**src/rtl/mbscore_pkg.sv**
```systemverilog
// rtl/mbscore_pkg.sv - shared MBScore core constants: widths, fetch states, NOP
package mbscore_pkg;

  localparam int DATA_WIDTH = 32;
  localparam int ADDR_WIDTH = 32;

  typedef enum logic {
    S_IDLE = 1'b0,
    S_REQ  = 1'b1
  } fetch_state_e;

  localparam logic [31:0] NOP = 32'h0000_0000;

  function automatic logic word_aligned(input logic [1:0] lsb);
    return (lsb == 2'b00);
  endfunction

endpackage

```
**src/rtl/mbscore_fetch_buf.sv**
```systemverilog
// rtl/mbscore_fetch_buf.sv - one-entry fetch buffer: tag/data/valid with hit compare
module mbscore_fetch_buf
  import mbscore_pkg::*;
#(
  parameter int DW = 32,
  parameter int AW = 32
) (
  input  logic          clk,
  input  logic          rst,
  input  logic [AW-1:0] lookup_addr_i,
  input  logic          inval_i,
  input  logic          load_i,
  input  logic [AW-1:0] load_addr_i,
  input  logic [DW-1:0] load_data_i,
  output logic          hit_o,
  output logic [DW-1:0] data_o
);

  logic          valid_q;
  logic [AW-1:0] tag_q;
  logic [DW-1:0] data_q;

  always_ff @(posedge clk or posedge rst) begin
    if (rst) begin
      valid_q <= 1'b0;
      tag_q   <= '0;
      data_q  <= '0;
    end else begin
      // A data-memory write may have changed the buffered word, so inval beats a load
      if (inval_i)     valid_q <= 1'b0;
      else if (load_i) valid_q <= 1'b1;
      if (load_i) begin
        tag_q  <= load_addr_i;
        data_q <= load_data_i;
      end
    end
  end

  assign hit_o  = valid_q & (tag_q == lookup_addr_i) & ~inval_i;
  assign data_o = data_q;

endmodule

```
**src/rtl/mbscore_ifetch.sv**
```systemverilog
// rtl/mbscore_ifetch.sv - instruction fetch FSM, wait counter and instruction register
module mbscore_ifetch
  import mbscore_pkg::*;
#(
  parameter int DATA_WIDTH = mbscore_pkg::DATA_WIDTH,
  parameter int ADDR_WIDTH = mbscore_pkg::ADDR_WIDTH,
  parameter int TIMEOUT    = 255
) (
  input  logic                  clk,
  input  logic                  rst,
  input  logic                  ir_ack,
  input  logic [ADDR_WIDTH-1:0] pc,
  input  logic                  flush,
  input  logic                  inval,
  output logic                  ibus_req,
  output logic [ADDR_WIDTH-1:0] ibus_addr,
  input  logic [DATA_WIDTH-1:0] ibus_rdata,
  input  logic                  ibus_ready,
  output logic [DATA_WIDTH-1:0] inst,
  output logic                  inst_valid,
  output logic                  stall,
  output logic                  fetch_err
);

  localparam logic [7:0]            TIMEOUT_CNT = 8'(TIMEOUT);
  localparam logic [DATA_WIDTH-1:0] NOP_WORD    = DATA_WIDTH'(NOP);

  fetch_state_e          state_q;
  logic [7:0]            cnt_q;
  logic [ADDR_WIDTH-1:0] addr_q;
  logic                  req_q;
  logic [DATA_WIDTH-1:0] inst_q;
  logic                  inst_valid_q;
  logic                  err_q;

  logic                  hit;
  logic [DATA_WIDTH-1:0] buf_data;
  logic                  aligned;
  logic                  buf_load;

  assign aligned  = word_aligned(pc[1:0]);
  assign buf_load = (state_q == S_REQ) & ~flush & ibus_ready;

  mbscore_fetch_buf #(
    .DW(DATA_WIDTH),
    .AW(ADDR_WIDTH)
  ) u_fetch_buf (
    .clk          (clk),
    .rst          (rst),
    .lookup_addr_i(pc),
    .inval_i      (inval),
    .load_i       (buf_load),
    .load_addr_i  (addr_q),
    .load_data_i  (ibus_rdata),
    .hit_o        (hit),
    .data_o       (buf_data)
  );

  always_ff @(posedge clk or posedge rst) begin
    if (rst) begin
      state_q      <= S_IDLE;
      cnt_q        <= '0;
      addr_q       <= '0;
      req_q        <= 1'b0;
      inst_q       <= '0;
      inst_valid_q <= 1'b0;
      err_q        <= 1'b0;
    end else begin
      inst_valid_q <= 1'b0;
      err_q        <= 1'b0;
      if (flush) begin
        state_q <= S_IDLE;
        req_q   <= 1'b0;
      end else begin
        case (state_q)
          S_IDLE: begin
            if (ir_ack) begin
              if (!aligned) begin
                inst_q       <= NOP_WORD;
                inst_valid_q <= 1'b1;
                err_q        <= 1'b1;
              end else if (hit) begin
                inst_q       <= buf_data;
                inst_valid_q <= 1'b1;
              end else begin
                addr_q  <= pc;
                req_q   <= 1'b1;
                cnt_q   <= '0;
                state_q <= S_REQ;
              end
            end
          end
          S_REQ: begin
            if (ibus_ready) begin
              inst_q       <= ibus_rdata;
              inst_valid_q <= 1'b1;
              req_q        <= 1'b0;
              state_q      <= S_IDLE;
            end else if (cnt_q == TIMEOUT_CNT) begin
              // Bus never answered: hand decode a NOP and flag the error
              inst_q       <= NOP_WORD;
              inst_valid_q <= 1'b1;
              err_q        <= 1'b1;
              req_q        <= 1'b0;
              state_q      <= S_IDLE;
            end else begin
              cnt_q <= cnt_q + 8'd1;
            end
          end
          default: state_q <= S_IDLE;
        endcase
      end
    end
  end

  assign stall = (state_q == S_REQ) |
                 ((state_q == S_IDLE) & ir_ack & ~hit & aligned);

  assign ibus_req   = req_q;
  assign ibus_addr  = addr_q;
  assign inst       = inst_q;
  assign inst_valid = inst_valid_q;
  assign fetch_err  = err_q;

endmodule

```
**config.mk**
```make
export PLATFORM = sky130hd
export DESIGN_NAME = mbscore_ifetch
export DESIGN_NICKNAME = d
export VERILOG_FILES = /design/src/rtl/mbscore_pkg.sv /design/src/rtl/mbscore_fetch_buf.sv /design/src/rtl/mbscore_ifetch.sv
export SDC_FILE = /design/constraint.sdc
export NUM_CORES = 1
export LEC_CHECK = 0
export ABC_AREA = 1
export BUFFER_PORTS_ARGS = -buffer_cell sky130_fd_sc_hd__buf_2
export CAP_MARGIN = 30
export CORE_MARGIN = 4
export CORE_UTILIZATION = 35
export DETAILED_ROUTE_END_ITERATION = 10
export SYNTH_ARGS = -nofsm -noshare
export SYNTH_HDL_FRONTEND = slang
export SYNTH_HIERARCHICAL = 1
export SYNTH_SLANG_ARGS = --single-unit
export TNS_END_PERCENT = 20
```
**constraint.sdc**
```tcl
create_clock -name clk -period 2.9 [get_ports clk]
set_clock_uncertainty 0.05 [all_clocks]
set_input_delay 0.435 -clock clk [delete_from_list [all_inputs] [get_ports clk]]
set_output_delay 0.435 -clock clk [all_outputs]
set_load 0.1 [all_outputs]
```
== Word level (Yosys, flattened, before mapping) ==
Cells that the tools add are included.
Word-level totals
  bits in registers: 141
  input port bits: 70
  output and inout bits: 68
  word-level logic and storage cells: 82
Operators by class
  add/sub/neg operators: 1
  eq/ne operators: 13
  multiplexer cells: 40
  bitwise logic cells: 12
  reductions and logical operators: 6
Operators by type and width (number)
  $mux 32: 5
  $pmux 32 s2: 1
  $mux 8: 5
  $eq 32x32->1: 1
  $mux 1: 24
  $pmux 8 s2: 1
  $ne 3x3->1 const B: 4
  $ne 2x2->1 const B: 5
  $add 8x1->8 const B: 1
  $eq 8x8->1 const B: 1
  $pmux 1 s2: 4
  $reduce_and 4->1: 2
  $and 1x1->1: 7
  $reduce_and 6->1: 1
  $reduce_and 5->1: 1
  $ne 4x3->1 const B: 1
  $not 1->1: 4
  $ne 3x2->1 const B: 1
  $logic_not 2->1: 1
  $reduce_bool 2->1: 1
  $or 1x1->1: 1

== Depth between registers and ports, before layout ==
Gate-level depths: netlist (run 1).
  word-level depth: 8
  gate-level depth with buffers: 16

== Hierarchy ==
Netlist (run 1), hierarchy kept.
Modules (own cells, without submodules)
  mbscore_ifetch: instances 1, cells an instance 481, area each 3692.3 um^2, seq. area each 1901.8 um^2
  mbscore_fetch_buf: instances 1, cells an instance 397, area each 2979.1 um^2, seq. area each 1626.6 um^2

== Worst setup path before layout (run 1) ==
OpenSTA, ideal clock, no wires.
  kind: input port to output port
  from: input pc[1]
  to: output stall
  arrival time: 3.040 ns
  required time: 2.415 ns
  setup slack: -0.625 ns
  cell stages on the path: 10
  buffers on the path: 0
  cell sequence: inv_1 -> o21ai_0 -> inv_1 -> nand2_1 -> nor2_1 -> nand3_1 -> nor2_1 -> inv_1 -> nand2_1 -> o21ai_0
On the way
  word-level cells in the longest chain between the ends: 7
  elaborated cells between the ends (all ways): 8
  those cells by class: 1 x eq/ne; 6 x bitwise; 1 x reduce/logical
RTL lines
  start, declared: RTL line mbscore_ifetch.sv:12  | input logic [ADDR_WIDTH-1:0] pc,
  $eq 32x32->1: RTL line mbscore_fetch_buf.sv:39  | assign hit_o = valid_q & (tag_q == lookup_addr_i) & ~inval_i;
  $and 1x1->1 (2 in series): RTL line mbscore_fetch_buf.sv:39
  via hit: RTL line mbscore_ifetch.sv:36  | logic hit;
  $not 1->1 (no source line)
  $and 1x1->1 (2 in series): RTL line mbscore_ifetch.sv:117  | ((state_q == S_IDLE) & ir_ack & ~hit & aligned);
  $or 1x1->1: RTL line mbscore_ifetch.sv:116  | assign stall = (state_q == S_REQ) |
  end, declared: RTL line mbscore_ifetch.sv:21  | output logic stall,
The timed path passes the listed nets, and every way through them passes these cells.

== Final worst setup path (run 1) ==
  from: register u_fetch_buf.tag_q[25]
  to: output stall
On the way
  word-level cells in the longest chain between the ends: 7
RTL lines
  start, declared: RTL line mbscore_fetch_buf.sv:20  | logic [AW-1:0] tag_q;
  start signal, assigned: RTL line mbscore_fetch_buf.sv:33  | tag_q <= load_addr_i;
  $eq 32x32->1: RTL line mbscore_fetch_buf.sv:39
  $and 1x1->1 (2 in series): RTL line mbscore_fetch_buf.sv:39
  via hit: RTL line mbscore_ifetch.sv:36
  $not 1->1 (no source line)
  $and 1x1->1 (2 in series): RTL line mbscore_ifetch.sv:117
  $or 1x1->1: RTL line mbscore_ifetch.sv:116
The timed path passes the listed nets, and every way through them passes these cells.

==> impl_metrics.ini, run 1 <==
[outcome]
status = finished clean

[die]
floorplan.initialDensity_pct = 35.7
dieWidth_um = 146
rows = 50
core_area_um2 = 18700
chipHeight_um = 146
die_footprint_um2 = 21300
floorplan.io_pins = 138

[setup_path]
path_class = reg -> out
slowest_delay_ns = 0.38
path_max_fanout = 3
critical_path_required_ns = 2.41
worstSetupStartpointType = register
worstPathCellList = inv_1 > nand2_1 > o21ai_0 > or2_0 > nor2_1 > nand3_1 > nor2_1 > inv_1 > nand2_1 > o21ai_1 > buf_12
worstPathArrival_ns = 1.98
timing.critical_path.slowest_stage_cell = dfrtp_1
worst-path-buf-inv = 3
critPathTopFamily = simple AND/OR/NAND/NOR gates
worstSetupEndpointType = output port

[power_and_ir_drop]
combinationalPowerShare_pct = 28.0
power.static_leakage_nw = 4.62
internal_cell_power_w = 0.00405
power.density_nw_per_um2 = 812
ir_drop_mv = 0.447
share_seq_of_total_power_pct = 38.4
netSwitchingFraction_pct = 38.8
netSwitchingPower_w = 0.00257
share_of_power_burned_in_the_clock_network_pct = 33.7

[synth]
synth_top_flop_cell = dfrtp_1
synth_largest_area_cell = dfrtp_1
synth.area.top_cells = dfrtp_1 (53%), nand2_1 (26%), inv_1 (3.2%)
synth.lib_cells_used.distinct = 30
synthTopCellsByCount = nand2_1 (464), dfrtp_1 (141), inv_1 (57)
synth.ff_latch_count = 141
post_synth.cell_area_avg_um2 = 7.60
synth_seq_area_share_pct = 52.9
share_of_the_synthesized_area_in_the_top_cell_type_pct = 52.9
syn-num-nets = 949
number_of_synthesized_flops_with_an_enable_pin = 0
synthArstFlopShare_pct = 100
synth_warnings = 6
syn-instance-count = 878
syn-cell-area_um2 = 6670
yosysMostFrequentCell = nand2_1

[finish]
final_net_count = 1073
number_of_fill_cells_in_the_layout = 1897
final_cells = 1250
layout.area.seq_um2 = 3530
areaGrowthSynthToFinish_pct = 22.0
multi_input_comb_area_um2 = 2670
post_route_cells_drive_above_1_share_pct = 19.3

[clock_tree]
clk_pin_slew_ns = 0.06
cts_h_tree_depth = 4
cts-root-buf = clkbuf_16
post_cts.repair.setup_buffers = 0
cts_resizes = 0
cts_tree = built
clkLatencyLatePin_ns = 0.42
max-clock-path-buffers = 2
cts_hold_buffers = 0
cts_sink_count = 141
cts_made_buffers = 17

[grt]
antenna_found_initial = 1
congestion_overflow_gr = 0
gr-usage-all-layers_pct = 17.2
pin_count_of_the_biggest_net_entering_global_routing = 87
grt_first_pass_wirelength_um = 29700
vias_in_the_first_global_route = 5786

[worst_hold_path]
hold_path.class = in -> async

[route]
remaining_drc_errors = 0
detail_route.wirelength_um = 17900
dr_total_vias = 5822
antenna_violating_nets_post_route = 0
drt_pre_antenna_iters = 4
detail_route.vias_per_cell = 4.66
wl_per_cell_um = 14.3
first_iter_violations = 321

[timing]
hold_viol = 0
report.final.setup_viol = 0
rsz0062_at_grt = no
max_freq_mhz = 405
tightest_slew_ns = 0.885
post-route-period-util_pct = 85.0
slew_headroom_pct = 41.0
final_critical_path_setup_slack_ns = 0.434
final_max_slew_viol_count = 0
tns_ns = 0
timing.final.crit_period_ns = 2.47

[place]
post-place-cells = 1217
gpl.final_weighted_congestion = 0.809
buffer_ports.inserted = 137
dp_slack_ns = 0.480
detailed_place_hpwl_um = 12000

[flow_run]
drv.max_cap_violation_count = 0
-- cells by family after synthesis --
group,share of synthesized area (%)
AOI/OAI and AO/OA,3.39
xor gates and xnor gates,0.919
DFF,52.9
adders and majority gates,0.188
buffers and inverters,7.18
and+or+nand+nor,35.4
-- layout by cell type (no fill, tap or decap), drive strengths merged --
cell,synthesis,routed
a21o,1,1
a21oi,6,6
buf,41,148
bufinv,0,3
clkbuf,2,19
clkinv,0,6
clkinvlp,0,3
dfrtp,141,141
diode,0,1
ha,1,1
inv,63,64
nand2,467,467
nand3,43,43
nand4,32,32
nor2,34,34
nor3,3,3
o211ai,1,1
o21ai,34,34
o31ai,1,1
or2,1,1
xnor2,4,4
xor2,3,3
-- metrics by stage --
| step | utilization (%) | hold WS, ns | cell area, µm² | power [W] |
|---|---|---|---|---|
| CTS | 43.5 | 0.0819 | 8140 | 0.00668 |
| global route | 43.5 | 0.114 | 8140 | 0.00694 |
| floorplan | - | 0.393 | 6670 | 0.00402 |
| finish | 43.5 | 0.0662 | 8140 | 0.00661 |
| global placement | 40.3 | 0.400 | 7540 | 0.00441 |
| detailed placement | 40.3 | 0.404 | 7540 | 0.00443 |
-- state kept, by name, indices dropped and copies added, names as in the netlist --
name	count
ibus_addr	32
inst	32
u_fetch_buf/data_o	32
u_fetch_buf/tag_q	32
cnt_q	8
fetch_err	1
ibus_req	1
inst_valid	1
state_q	1
u_fetch_buf/valid_q	1
-- final timing paths --
check                           cells after the start  slack, ns                   from                   to
worst max-delay path                               11       0.43  u_fetch_buf/tag_q[25]                stall
worst min-delay path                                2       0.07                    rst        ibus_addr[28]
worst max register to register                     14       0.66  u_fetch_buf/tag_q[25]        ibus_addr[11]
worst min register to register                      2       0.42                inst[7]              inst[7]
max in group asynchronous                           3       2.07                    rst         ibus_addr[5]
min in group clk                                    2       0.13                  inval  u_fetch_buf/valid_q
-- per-layer routing --
layer	global-route usage (%)	wire (µm)	up-vias
li1	-	-	2974
met1	23.4	8440	2667
met2	27.5	8110	163
met3	4.72	1120	16
met4	3.86	180	2
met5	0	20	-
-- power by group through the flow --
stage                     logic, W  clock network, W  registers, W
after floorplan           0.000546                 0       0.00348
after CTS                  0.00187           0.00227       0.00254
after detailed placement   0.00187                 0       0.00257
after global placement     0.00185                 0       0.00256
after global routing       0.00200           0.00236       0.00258
final                      0.00185           0.00223       0.00254
-- final cells by class --
class                   count  area share, %
well taps                 234           3.60
inverters                  63           2.92
diodes                      1         0.0307
flip-flops and latches    141           43.3
multi-input cells         631           32.8
repair buffers            148           9.93
clock inverters            13           2.04
clock buffers              19           5.32
-- worst register-to-register path: cells and delay by family (launching register included) --
family	cells	cell delay, ns
AO/OA/AOI/OAI	1	0.12
buffers and inverters	4	0.49
flip-flops	1	0.35
AND/OR/NAND/NOR	9	1.12
Note: power is estimated with default switching activity, not from simulation.
==> inputs of run 2 (changes only) <==
--- a/config.mk
+++ b/config.mk
@@ -6,11 +6,12 @@
 export NUM_CORES = 1
 export LEC_CHECK = 0
 export ABC_AREA = 1
-export BUFFER_PORTS_ARGS = -buffer_cell sky130_fd_sc_hd__buf_2
+export BUFFER_PORTS_ARGS = -buffer_cell sky130_fd_sc_hd__clkbuf_2
 export CAP_MARGIN = 30
 export CORE_MARGIN = 4
 export CORE_UTILIZATION = 35
 export DETAILED_ROUTE_END_ITERATION = 10
+export SKIP_LAST_GASP = 1
 export SYNTH_ARGS = -nofsm -noshare
 export SYNTH_HDL_FRONTEND = slang
 export SYNTH_HIERARCHICAL = 1
==> run 2 against run 1 <==
Effect of this change:
- routed wire length fell by 1.2%
- sequential share of layout area barely moved
- core utilization barely moved
- combinational power barely moved
- worst hold slack improved by 0.012 ns
- count of clock-buffer cells in the layout rose by 1
- register-to-register slack improved by 0.06 ns
- final cell count barely moved
- sequential cell count did not move
- final area barely moved
- critical path type unchanged
- critical endpoint unchanged
- highest routed layer unchanged
==> impl_metrics.ini, run 2 (synthesized netlist as in run 1, its figures left out) <==
[outcome]
status = finished clean

[route]
first_iter_violations = 328
detail_route.vias_per_cell = 4.72
remaining_drc_errors = 0
wl_per_cell_um = 14.1
antenna_violating_nets_post_route = 0
detail_route.wirelength_um = 17700
dr_total_vias = 5904
drt_pre_antenna_iters = 7

[setup_path]
path_max_fanout = 3
worstPathArrival_ns = 1.96
critPathTopFamily = simple AND/OR/NAND/NOR gates
worst-path-buf-inv = 2
critical_path_required_ns = 2.41
slowest_delay_ns = 0.39
worstSetupStartpointType = register
worstSetupEndpointType = output port
timing.critical_path.slowest_stage_cell = dfrtp_1
path_class = reg -> out
worstPathCellList = nand2_1 > o21ai_1 > nor2_1 > nand2_1 > nor2_1 > nand3_1 > nor2_1 > inv_1 > nand2_1 > o21ai_1 > buf_12

[timing]
report.final.setup_viol = 0
final_max_slew_viol_count = 0
hold_viol = 0
tightest_slew_ns = 0.861
holdWs_ns = 0.0779
max_freq_mhz = 409
rsz0062_at_grt = no
tns_ns = 0
timing.final.crit_period_ns = 2.44
slew_headroom_pct = 42.6
post-route-period-util_pct = 84.2

[finish]
final_cells = 1251
mostFrequentLayoutCell = nand2_1
final_cell_mix = nand2_1 (464), dfrtp_1 (141), clkbuf_2 (136), inv_1 (55), nand3_1 (42)
final_net_count = 1074
post_route_utilization_pct = 43.5
post_route_cells_drive_above_1_share_pct = 19.4
number_of_fill_cells_in_the_layout = 1870
areaGrowthSynthToFinish_pct = 21.9

[grt]
gr-usage-all-layers_pct = 16.9
antenna_found_initial = 2
congestion_overflow_gr = 0
pin_count_of_the_biggest_net_entering_global_routing = 87
vias_in_the_first_global_route = 5755
grt_first_pass_wirelength_um = 29300

[die]
die_footprint_um2 = 21300
chipHeight_um = 146
core_area_um2 = 18700
dieWidth_um = 146
floorplan.io_pins = 138
floorplan.initialDensity_pct = 35.7
rows = 50

[clock_tree]
cts-root-buf = clkbuf_16
post_cts.repair.setup_buffers = 0
clk_pin_slew_ns = 0.06
cts_tree = built
cts_h_tree_depth = 4
cts_hold_buffers = 0
clkLatencyLatePin_ns = 0.42
cts_resizes = 0
cts_sink_count = 141
cts_made_buffers = 17
max-clock-path-buffers = 2

[place]
detailed_place_hpwl_um = 11800
gpl.final_weighted_congestion = 0.795
post-place-cells = 1218
buffer_ports.inserted = 137

[flow_run]
drv.max_cap_violation_count = 0

[power_and_ir_drop]
power.density_nw_per_um2 = 805
ir_drop_mv = 0.470
power.static_leakage_nw = 4.59

[worst_hold_path]
hold_path.class = in -> async
## run 2: final cells by class
cell class / instances / area, µm² / area share [%]
clock inverter: 12 / 139 / 1.71
timing repair buffer: 149 / 816 / 10.0
tap: 234 / 293 / 3.60
inverter: 63 / 238 / 2.92
multi-input combinational: 631 / 2670 / 32.8
sequential: 141 / 3530 / 43.4
antenna: 1 / 2.50 / 0.0308
clock buffer: 20 / 447 / 5.49
## run 2: path summary, 6_finish.rpt
| kind | end | slack, ns | from | cells after the start |
|---|---|---|---|---|
| max | stall | 0.46 | u_fetch_buf/tag_q[1] | 11 |
| min | u_fetch_buf/tag_q[26] | 0.08 | rst | 2 |
| max reg2reg | inst[31] | 0.72 | u_fetch_buf/tag_q[1] | 14 |
| min reg2reg | inst[29] | 0.42 | inst[29] | 2 |
| max in group asynchronous | fetch_err | 2.03 | rst | 3 |
| min in group clk | u_fetch_buf/valid_q | 0.13 | inval | 2 |
## run 2: routing by layer
layer / wire length, µm / track usage [%] / vias up / share of wire [%]
met5: 13 / 0 / - / 0.074
met4: 342 / 5.64 / 2 / 1.9
met3: 1010 / 4.72 / 22 / 5.7
met2: 8050 / 27.4 / 159 / 46
met1: 8240 / 22.1 / 2756 / 47
li1: - / - / 2965 / -
## run 2: per-stage QoR
step	power [W]	cell area, µm²	setup WS [ns]
2_1_floorplan	0.00402	6670	0.132
3_3_place_gp	0.00440	7550	0.528
3_5_place_dp	0.00443	7550	0.465
4_1_cts	0.00660	8130	0.417
5_1_grt	0.00685	8130	0.214
6_report	0.00655	8130	0.457
## run 2: power by group
group | total (W) | switching (W) | internal, W
combinational | 0.00184 | 0.00148 | 0.000358
clock | 0.00217 | 0.000871 | 0.00130
sequential | 0.00254 | 0.000217 | 0.00232
total | 0.00655 | 0.00257 | 0.00398
==> inputs of run 3 (changes only) <==
==> constraint.sdc (replaced) <==
create_clock -name clk -period 2.2 [get_ports clk]
set_clock_uncertainty 0.05 [all_clocks]
set_input_delay 0.33 -clock clk [delete_from_list [all_inputs] [get_ports clk]]
set_output_delay 0.33 -clock clk [all_outputs]
set_load 0.1 [all_outputs]
==> run 3 against run 2 <==
Effect of this change:
- the flow now finishes with violations (setup timing)
- first-iteration DRC count up 1.8%
- global-route usage up 0.49 points
- count of clock-buffer cells in the layout unchanged
- sequential share of layout area down 0.93 points
- largest cell class unchanged
- worst hold slack worse by 0.023 ns
- sequential power up 32%
- critical endpoint unchanged
- core utilization up 0.96 points
- final cell count up 0.56%
- sequential cell count unchanged
- highest routed layer is now met4
- via count down 1.6%
- non-clock buffer count up 8
- die area unchanged
==> impl_metrics.ini, run 3 (synthesized netlist as in run 1, its figures left out) <==
[outcome]
status = finished, violations left
violations = setup timing

[die]
core_area_um2 = 18700
chipHeight_um = 146
floorplan.initialDensity_pct = 35.7
dieWidth_um = 146
rows = 50
floorplan.io_pins = 138
die_footprint_um2 = 21300

[setup_path]
ff2ff_path_depth = 16
setup.reg_to_reg.worst_slack_ns = 0.23
worstSetupEndpointType = output port
worstPathArrival_ns = 1.84
worstSetupStartpointType = register
timing.critical_path.from = u_fetch_buf/tag_q[18]
critical_path_required_ns = 1.82
path_max_fanout = 3
rr_endpoint = inst[17]
path_class = reg -> out
worst_r2r_src = u_fetch_buf/tag_q[18]
timing.critical_path.to = stall

[power_and_ir_drop]
power.static_leakage_nw = 4.69
power.density_nw_per_um2 = 1060
ir_drop_mv = 0.566
total_power_consumption_w = 0.00881

[grt]
antenna_found_initial = 0
pin_count_of_the_biggest_net_entering_global_routing = 63
gr-usage-all-layers_pct = 17.4
vias_in_the_first_global_route = 5718
grt_first_pass_wirelength_um = 29900
congestion_overflow_gr = 0

[place]
buffer_ports.inserted = 137
detailed_place_hpwl_um = 12100
dp_slack_ns = 0.132
gpl.final_weighted_congestion = 0.767

[timing]
timing.final.crit_period_ns = 2.22
final_critical_path_setup_slack_ns = -0.0214
report.final.setup_viol = 1
hold_viol = 0
final_max_slew_viol_count = 0
tns_ns = -0.0214
post-route-period-util_pct = 101
slew_headroom_pct = 61.2
max_freq_mhz = 450
tightest_slew_ns = 0.584
rsz0062_at_grt = yes

[clock_tree]
max-clock-path-buffers = 2
cts_made_buffers = 17
post_cts.repair.setup_buffers = 0
clkLatencyLatePin_ns = 0.42
cts_sink_count = 141
cts_tree = built
cts-root-buf = clkbuf_16
clk_pin_slew_ns = 0.06
cts_h_tree_depth = 4

[finish]
areaGrowthSynthToFinish_pct = 24.6
mostFrequentLayoutCell = nand2_1
final_net_count = 1082
post_route_cells_drive_above_1_share_pct = 20.3
final_cell_mix = nand2_1 (463), dfrtp_1 (141), clkbuf_2 (136), inv_1 (54), nand3_1 (42)
number_of_fill_cells_in_the_layout = 1881

[route]
dr_total_vias = 5812
detail_route.vias_per_cell = 4.62
drt_pre_antenna_iters = 5
detail_route.wirelength_um = 18000
remaining_drc_errors = 0
first_iter_violations = 334
antenna_violating_nets_post_route = 0
wl_per_cell_um = 14.3

[worst_hold_path]
hold_path.class = in -> reg

[flow_run]
drv.max_cap_violation_count = 0
[run 3: cell count changes in the layout (fill, tap and decap cells not counted), sizes merged]
cell,delta
clkinv,+1
bufinv,+2
inv,-1
dlygate4sd3,+1
buf,+7
clkinvlp,-3
[run 3: worst min-delay path by stage]
stage | from | endpoint | slack [ns] | cells past startpoint
after floorplan | inval | u_fetch_buf/valid_q | 0.34 | 1
after global placement | rst | u_fetch_buf/tag_q[26] | 0.35 | 2
after detailed placement | rst | u_fetch_buf/tag_q[28] | 0.35 | 2
after CTS | inval | u_fetch_buf/valid_q | 0.05 | 2
after global routing | inval | u_fetch_buf/valid_q | 0.05 | 2
final | inval | u_fetch_buf/valid_q | 0.05 | 2
[run 3: critical path, cell delays in order (launching register included)]
cell and delay, ns:
dfrtp_1 0.35, inv_1 0.05, nand2_1 0.05, nand2_1 0.06
nor2_2 0.16, nand2_1 0.07, nor2_1 0.09, nand3_1 0.08
nor2_1 0.11, inv_1 0.06, nand2_2 0.09, o21ai_2 0.08
buf_12 0.18
[run 3: metrics by stage]
stage / hold WS, ns / std cells / util [%] / area (µm²)
3_5_place_dp: 0.354 / 1226 / 41.1 / 7680
3_3_place_gp: 0.355 / 1226 / 41.1 / 7680
6_report: 0.0548 / 1258 / 44.4 / 8310
2_1_floorplan: 0.343 / 878 / - / 6680
4_1_cts: 0.0479 / 1257 / 44.4 / 8310
5_1_grt: 0.0508 / 1257 / 44.4 / 8310
[run 3: metal layers]
layer	part of all wire (%)	wire length (µm)	vias up	GRT usage [%]
li1	-	-	2986	-
met2	47	8440	142	28.1
met1	47	8390	2666	23.7
met4	1.2	224	0	4.84
met3	5.3	954	18	4.03
met5	0	0	-	0
[run 3: power breakdown]
part | leakage, nW | switching (W) | internal (W)
Combinational | 2.56 | 0.00197 | 0.000492
Clock | 0.304 | 0.00107 | 0.00192
Sequential | 1.83 | 0.000286 | 0.00307
Total | 4.69 | 0.00333 | 0.00548
[run 3: cell type report]
class | count | area [µm²] | share of cell area (%)
diodes | 1 | 2.50 | 0.0301
repair buffers | 157 | 941 | 11.3
flip-flops and latches | 141 | 3530 | 42.4
multi-input cells | 631 | 2690 | 32.4
inverters | 63 | 243 | 2.92
clock buffers | 20 | 447 | 5.37
clock inverters | 11 | 166 | 2.00
well taps | 234 | 293 | 3.52
[run 3: repair_timing]
item / in CTS / in global routing
hold buffers: 1 / 0
endpoints found under the hold margin: 39 / 0
pin swaps: 7 / 1
resized for setup: 5 / 2
endpoints found under the setup margin: 1 / 57
